File: src/rtl/intc_arbiter.sv
// Interrupt controller: edge-latched, maskable requests arbitrated by priority table or round-robin,
// presented on a req/ack handshake. Optional ack timeout enabled with `define INTC_TIMEOUT_EN.
module intc_arbiter #(
  parameter int unsigned N_IRQ = 8,
  parameter int unsigned PW    = $clog2(N_IRQ)
`ifdef INTC_TIMEOUT_EN
  , parameter int unsigned TIMEOUT_CYC = 255
`endif
) (
  input  logic                clk,
  input  logic                rst,
  input  logic [N_IRQ-1:0]    irq_in,
  input  logic [N_IRQ-1:0]    mask,
  input  logic                mode,
  input  logic                prio_load,
  input  logic [N_IRQ*PW-1:0] prio_table,
  input  logic                ack,
  output logic                irq_req,
  output logic [PW-1:0]       irq_id,
  output logic [N_IRQ-1:0]    irq_grant
`ifdef INTC_TIMEOUT_EN
  , output logic              irq_timeout
`endif
);

  localparam int unsigned SW = PW + 1;

  typedef enum logic {ST_IDLE, ST_BUSY} state_e;

  state_e             state_q;
  logic [N_IRQ-1:0]   irq_prev_q;
  logic [N_IRQ-1:0]   pending_q;
  logic [N_IRQ-1:0]   pending_d;
  logic [N_IRQ-1:0]   rise;
  logic [N_IRQ-1:0]   clr_vec;
  logic [N_IRQ-1:0]   eligible;
  logic [PW-1:0]      rr_ptr_q;
  logic [PW-1:0]      table_q [N_IRQ];
  logic               irq_req_q;
  logic [PW-1:0]      irq_id_q;
  logic [N_IRQ-1:0]   irq_grant_q;
  logic [PW-1:0]      id_inc;

  logic               prio_hit;
  logic [PW-1:0]      prio_win;
  logic               rr_hit;
  logic [PW-1:0]      rr_win;
  logic [SW-1:0]      rr_sum;
  logic               win_hit;
  logic [PW-1:0]      win_id;

`ifdef INTC_TIMEOUT_EN
  localparam int unsigned TO_W = $clog2(TIMEOUT_CYC + 1);
  logic [TO_W-1:0]    to_cnt_q;
  logic               irq_timeout_q;
  assign irq_timeout = irq_timeout_q;
`endif

  assign irq_req   = irq_req_q;
  assign irq_id    = irq_id_q;
  assign irq_grant = irq_grant_q;

  // Pending update: a fresh edge in the ack cycle must survive the clear.
  always_comb begin
    rise     = irq_in & ~irq_prev_q;
    clr_vec  = '0;
    if (state_q == ST_BUSY && ack) clr_vec = irq_grant_q;
    pending_d = (pending_q & ~clr_vec) | rise;
    eligible  = pending_q & ~mask;
    id_inc    = (irq_id_q == PW'(N_IRQ - 1)) ? '0 : irq_id_q + PW'(1);
  end

  // Priority scan runs from the lowest rank last so rank 0 wins duplicates.
  always_comb begin
    prio_hit = 1'b0;
    prio_win = '0;
    for (int k = N_IRQ - 1; k >= 0; k--) begin
      if (32'(table_q[k]) < N_IRQ && eligible[table_q[k]]) begin
        prio_hit = 1'b1;
        prio_win = table_q[k];
      end
    end
  end

  // Round-robin scan upward from rr_ptr with wrap; nearest offset wins.
  always_comb begin
    rr_hit = 1'b0;
    rr_win = '0;
    rr_sum = '0;
    for (int off = N_IRQ - 1; off >= 0; off--) begin
      rr_sum = {1'b0, rr_ptr_q} + SW'(off);
      if (rr_sum >= SW'(N_IRQ)) rr_sum = rr_sum - SW'(N_IRQ);
      if (eligible[rr_sum[PW-1:0]]) begin
        rr_hit = 1'b1;
        rr_win = rr_sum[PW-1:0];
      end
    end
  end

  always_comb begin
    win_hit = mode ? rr_hit : prio_hit;
    win_id  = mode ? rr_win : prio_win;
  end

  always_ff @(posedge clk) begin
    if (rst) begin
      state_q     <= ST_IDLE;
      irq_prev_q  <= '0;
      pending_q   <= '0;
      rr_ptr_q    <= '0;
      irq_req_q   <= 1'b0;
      irq_id_q    <= '0;
      irq_grant_q <= '0;
      for (int k = 0; k < N_IRQ; k++) table_q[k] <= PW'(k);
`ifdef INTC_TIMEOUT_EN
      to_cnt_q      <= '0;
      irq_timeout_q <= 1'b0;
`endif
    end else begin
      irq_prev_q <= irq_in;
      pending_q  <= pending_d;
      if (prio_load) begin
        for (int k = 0; k < N_IRQ; k++) table_q[k] <= prio_table[k*PW +: PW];
      end
`ifdef INTC_TIMEOUT_EN
      irq_timeout_q <= 1'b0;
`endif
      case (state_q)
        ST_IDLE: begin
          if (win_hit) begin
            irq_req_q   <= 1'b1;
            irq_id_q    <= win_id;
            irq_grant_q <= N_IRQ'(1) << win_id;
            state_q     <= ST_BUSY;
`ifdef INTC_TIMEOUT_EN
            to_cnt_q    <= '0;
`endif
          end
        end
        ST_BUSY: begin
          if (ack) begin
            irq_req_q   <= 1'b0;
            irq_id_q    <= '0;
            irq_grant_q <= '0;
            rr_ptr_q    <= id_inc;
            state_q     <= ST_IDLE;
          end
`ifdef INTC_TIMEOUT_EN
          // Abandon the grant but leave it pending so it is retried later.
          else if (to_cnt_q == TO_W'(TIMEOUT_CYC - 1)) begin
            irq_req_q     <= 1'b0;
            irq_id_q      <= '0;
            irq_grant_q   <= '0;
            rr_ptr_q      <= id_inc;
            irq_timeout_q <= 1'b1;
            state_q       <= ST_IDLE;
          end else begin
            to_cnt_q <= to_cnt_q + TO_W'(1);
          end
`endif
        end
      endcase
    end
  end

endmodule

File: config.mk
export PLATFORM = sky130hd
export DESIGN_NAME = intc_arbiter
export DESIGN_NICKNAME = d
export VERILOG_FILES = /design/src/rtl/intc_arbiter.sv
export SDC_FILE = /design/constraint.sdc
export NUM_CORES = 1
export LEC_CHECK = 0
export CAP_MARGIN = 10
export CORE_UTILIZATION = 58
export CTS_BUF_LIST = sky130_fd_sc_hd__clkbuf_8
export CTS_CLUSTER_DIAMETER = 200
export CTS_CLUSTER_SIZE = 28
export DETAILED_ROUTE_END_ITERATION = 16
export GPL_ROUTABILITY_DRIVEN = 0
export PLACE_DENSITY = 0.83
export SKIP_LAST_GASP = 1
export SYNTH_ARGS = -nofsm -noshare
export SYNTH_HDL_FRONTEND = slang
export SYNTH_SLANG_ARGS = --single-unit
File: constraint.sdc
create_clock -name clk -period 3.9 [get_ports clk]
set_clock_uncertainty 0.15 [all_clocks]
set_input_delay 0.78 -clock clk [delete_from_list [all_inputs] [get_ports clk]]
set_output_delay 0.78 -clock clk [all_outputs]
set_load 0.1 [all_outputs]
* After elaboration in Yosys (flattened, before gate mapping)
Memories as Yosys holds them, arrays and structs flattened.
Index checks and enable logic that the tools add are counted.
** Storage, ports and cells
- Bits in registers :: 32
- Bits in latches :: 0
- Memory bits (writable) :: 24
- Bits in read-only memories :: 0
- Input port bits :: 45
- Word-level logic and storage cells :: 172
- Memories :: 1
** Memory list
- table_q :: words 8, bits a word 3, read ports 8, clocked after Yosys merged registers in 0, write ports 8, RTL line 38 : logic [PW-1:0] table_q [N_IRQ];
** Cells by class
- Add/subtract/negate cells :: 16
- Multiply operators :: 0
- Divide/modulo/power cells :: 0
- Order comparisons :: 24
- Eq/ne operators :: 3
- Shift-type cells :: 1
- Multiplexer cells :: 101
- Bitwise gates (word level) :: 16
- Reductions and logical operators :: 3
** Operators by type and width (count)
- 3-bit 2-to-1 mux :: 36
- 3-bit by 4-bit less-than comparator with 1-bit output, second input constant :: 16
- 1-bit binary-select mux with 3-bit select :: 16
- 1-bit 2-to-1 mux :: 42
- 4-bit >= comparator, second input constant :: 7
- 8-bit AND :: 3
- 8-bit 2-to-1 mux :: 3
- 8-bit inverter :: 3
- 3-bit by 1-bit subtractor with 3-bit output, second input constant :: 8
- 3-bit by 3-bit adder with 4-bit output, second input constant :: 4
- 8-bit case mux with 2 select lines :: 1
- 3-bit by 2-bit adder with 4-bit output, second input constant :: 2
- 1-bit OR :: 8
- 8-bit OR :: 1
- 1-bit by 3-bit << shifter with 8-bit output, first input constant :: 1
- 3-bit case mux with 2 select lines :: 1
- 3-bit by 1-bit adder with 4-bit output, second input constant :: 1
- 3-bit by 4-bit >= comparator with 1-bit output, second input constant :: 1
- 2-bit inequality test, second input constant :: 2
- 1-bit case mux with 2 select lines :: 2
- 2-bit AND reduction :: 2
- 3-bit by 1-bit adder with 3-bit output, second input constant :: 1
- 3-bit equality test, second input constant :: 1
- 1-bit logical AND :: 1
- 1-bit inverter :: 1

* Logic depth before layout (Yosys ltp)
- Depth after elaboration :: 17
- Depth in mapped cells :: 13
- Depth with buffers taken out :: 10

* Least setup slack after synthesis
Ideal clock, no wire load.
- Path kind :: input to register
- Start :: in mask[7]
- End :: reg irq_grant_q[0] (netlist: irq_grant[0])
- Setup time :: 0.119 ns
- Arrival :: 2.868 ns
- Path slack :: 0.763 ns
- Cell stages on the path :: 8
- Buffers on the path :: 0
- Path through :: and2b_4 > mux4_2 > mux2_4 > o211a_1 > a2111oi_4 > o22ai_2 > or2_4 > a32o_1
** On the way
- Cells in the longest elaborated chain, start to end :: 16
- Elaborated cells between the ends (all ways) :: 73
- Classes of those cells :: eq/ne (1); shift (1); mux (68); bitwise (2); reduce/logical (1)
** Ends and longest elaborated chain
- start, declared :: RTL line 13 : input logic [N_IRQ-1:0] mask,
- 8-bit inverter (*) :: RTL line 69 : eligible = pending_q & ~mask;
- 8-bit AND (*) :: RTL line 69
- 1-bit binary-select mux with 3-bit select (on tied branches) :: RTL line 78, 93
- 1-bit 2-to-1 mux (on tied branches) :: RTL line 78, 93
- 3-bit 2-to-1 mux (on tied branches) (8 in series) :: RTL line 78, 93
- 3-bit 2-to-1 mux :: RTL line 102 : win_id = mode ? rr_win : prio_win;
- 1-bit by 3-bit << shifter with 8-bit output :: RTL line 133 : irq_grant_q <= N_IRQ'(1) << win_id;
- 8-bit 2-to-1 mux :: RTL line 130 : if (win_hit) begin
- 8-bit case mux with 2 select lines :: RTL line 128 : case (state_q)
- end signal, assigned :: RTL line 133
- end, declared :: RTL line 41 : logic [N_IRQ-1:0] irq_grant_q;
Every way passes the cells marked *; elsewhere a longest branch is shown, timed or not. The select of a mux whose other input is x is not followed.
A chain may end at the register's enable or synchronous reset.

* Worst setup path after layout
- Start :: in mask[3]
- End :: reg irq_grant_q[0] (netlist: irq_grant[0])
The elaborated chain is that of the path after synthesis.

==> results.md <==
* Post-synth cell types at 63
* Syn-to-layout area delta at 20.0%
* Share of layout cells above drive strength 1 at 20.5%
* Most common cell after layout, fill and taps aside: clkdlybuf4s50_1
* Non-filler cells, final at 587
* Worst rel slew slack at 35.0%
* Inst Count DP at 579
* Die W at 89.3 um
* GRT overflow at 0
* Fin area at 5310 um^2
* CP required at 4.01 ns
* # hold bufs at CTS at 0
* RSZ-0062 raised after global routing: false
* Final setup viols at 0
* Time the worst path needs with I/O delays and setup at 3.77 ns
* Clock Sinks at 56
* H-tree depth at 2
* Worst r2r src: pending_q[3]
* Synth top area cells: mux4_2, edfxtp_1, dfxtp_1, mux2i_1, nor2b_1
* # rows at 31
* CTS tree: done
* Yosys top cell area share at 19.9%
* CTS root buffer: clkbuf_8
* Asr flop ratio synth at 0%
* Syn Nets at 470
* Cell Area, Synth at 4420 um^2
* Leakage power at 1.94 nW
* Setup Fix Bufs, Post-CTS at 0
* Core area at 7290 um^2
* Synthesis warning total at 0
* IO Pins at 57
* CP Launch Type: input pin
* Fmax achieved at 266 MHz
* Post-synth EDFFs at 24
* Initial antenna violation count at 1
* Hold path depth at 2
* Filler cells at 538
* Post-DP Area at 5220 um^2
* Total iterations of the first detailed-routing run at 6
* Reg2reg setup slack at 0.64 ns
* Buffers on Ports at 56
* Crit path max fanout at 13
* Critical path type: in2reg
* Hold WC Path Type: reg2reg
* Total negative slack at 0 ns
* Sequential area share after synthesis at 30.8%
* Drt via density at 6.62
* Hold EP: irq_req
* Post-synth top flop: dfxtp_1
* Pwr/cell area at 349 nW/um^2
* CTS max path bufs at 2
* Vias in the first global route at 3649
* Max Slew Vio Count at 0
* Yosys reg bits at 56
* Worst Reg-to-Reg Cells at 8
* Post-DRT Antenna Nets at 0
* Worst reg2reg path endpoint: irq_grant[0]
* Status: complete, no violations
* Routed via count at 3885
* Avg WL per Cell at 19.7 um
* Total GRT Usage at 30.4%
* WP data arrival at 3.88 ns
* VDD IR-drop max at 0.241 mV
* Post-synth top area cell: mux4_2
* First-pass GRT wire length at 18000 um
* DR iter-0 viols at 332
* Routed wire length at 11500 um
* Worst-Margin Slew at 0.971 ns
* Crit end category: flip-flop
* Final layout net count at 536
* Total CTS buffers at 5
* DP HPWL at 8630 um
* Final Hold Viols at 0
* Max cap viols at 0
* Final period util at 96.6%
* Cell count after synthesis at 421
* Hold WS at 0.314 ns
* Total die area at 7980 um^2
* Gates resized, CTS repair at 0
* Min-delay src: irq_req
* CTS clk-pin slew, worst paths at 0.10 ns
* Initial Utilization at 60.6%
* Post-synthesis area per instance at 10.5 um^2
* DR DRC count at 0
* Most frequent cells in the layout: clkdlybuf4s50_1, mux4_2, nand2_1, dfxtp_1, buf_4
* Worst skew pair latency at 0.32 ns
* Largest net degree at the start of global routing at 25
* Die height at 89.3 um
* Diode count at 0
==> cells in the mapped netlist, drive strengths merged, types with 3 or more instances <==
cell type   n
a2111oi     4
a211oi      3
a21oi      24
a22o        3
a22oi       4
a32o        4
and2       14
buf         7
clkbuf     22
dfxtp      32
edfxtp     24
ha          4
inv         9
mux2        4
mux2i      18
mux4       45
nand2      38
nand2b     19
nand3      12
nand3b      5
nor2       24
nor2b      27
nor3        3
o2111ai     3
o211ai     10
o21ai      10
o22ai       5
o31ai       5
or2         8
==> cell type report <==
cell class / count / area [um^2] / area share [%]
Tap cell: 99 / 124 / 2.33
Inverter: 11 / 41.3 / 0.778
Timing Repair Buffer: 88 / 801 / 15.1
Clock buffer: 5 / 68.8 / 1.30
Sequential cell: 56 / 1360 / 25.7
Multi-Input combinational cell: 325 / 2890 / 54.5
Clock inverter: 3 / 17.5 / 0.330
==> worst max-delay path, cell delays in order <==
cell and delay, ns:
clkdlybuf4s50_1 0.43, nor2b_1 0.73, mux4_2 0.41, o211ai_1 0.13, a211oi_1 0.42, o22ai_1 0.13
buf_4 0.17, nor4_2 0.43, a32o_1 0.24
==> worst max-delay path by stage <==
stage                        from           end  slack [ns]  cells after the start
after global routing      mask[3]  irq_grant[0]        0.05                      8
after detailed placement  mask[3]  irq_grant[0]       -0.11                      8
after global placement    mask[3]  irq_grant[3]       0.005                      9
final                     mask[3]  irq_grant[0]        0.13                      9
after CTS                 mask[3]  irq_grant[0]        0.21                      8
after floorplan           mask[7]  irq_grant[0]        0.76                      8
==> stage by stage <==
step / worst slack, ns / util (%) / power (mW)
finish: 0.134 / 72.8 / 1.85
global route: 0.0539 / 72.8 / 1.93
CTS: 0.215 / 72.8 / 1.84
detailed placement: -0.108 / 71.6 / 1.53
global placement: 0.00518 / 71.6 / 1.51
floorplan: 0.763 / - / 1.30
==> sequential cells by signal, summed over array words and instances (netlist names) <==
register and flops:
irq_prev_q 8, state_q 1, pending_q 8, rr_ptr_q 3
table_q 24, irq_id 3, irq_grant 8, irq_req 1
==> where the power goes <==
group / internal [mW] / switching [mW]
sequential: 0.671 / 0.0688
combinational: 0.342 / 0.450
clock: 0.126 / 0.196
total: 1.14 / 0.715
==> logic make-up after synthesis <==
family | count (synthesis) | synth area share, %
and+or+nand+nor | 160 | 19.8
muxes | 67 | 28.7
buffers and inverters | 40 | 3.79
AOI/OAI and AO/OA | 90 | 15.0
xor gates and xnor gates | 4 | 0.792
adders and majority gates | 4 | 1.13
DFF | 56 | 30.8
==> metal layers <==
metal | track usage [%] | share of wire (%) | wire length [um] | vias to the layer above
met2 | 49.7 | 49 | 5620 | 251
li1 | - | - | - | 1745
met5 | 0 | 0.11 | 13 | -
met1 | 39.2 | 39 | 4450 | 1844
met3 | 6.00 | 9.3 | 1070 | 43
met4 | 14.0 | 3.4 | 388 | 2
(Power assumes the default switching activity.)
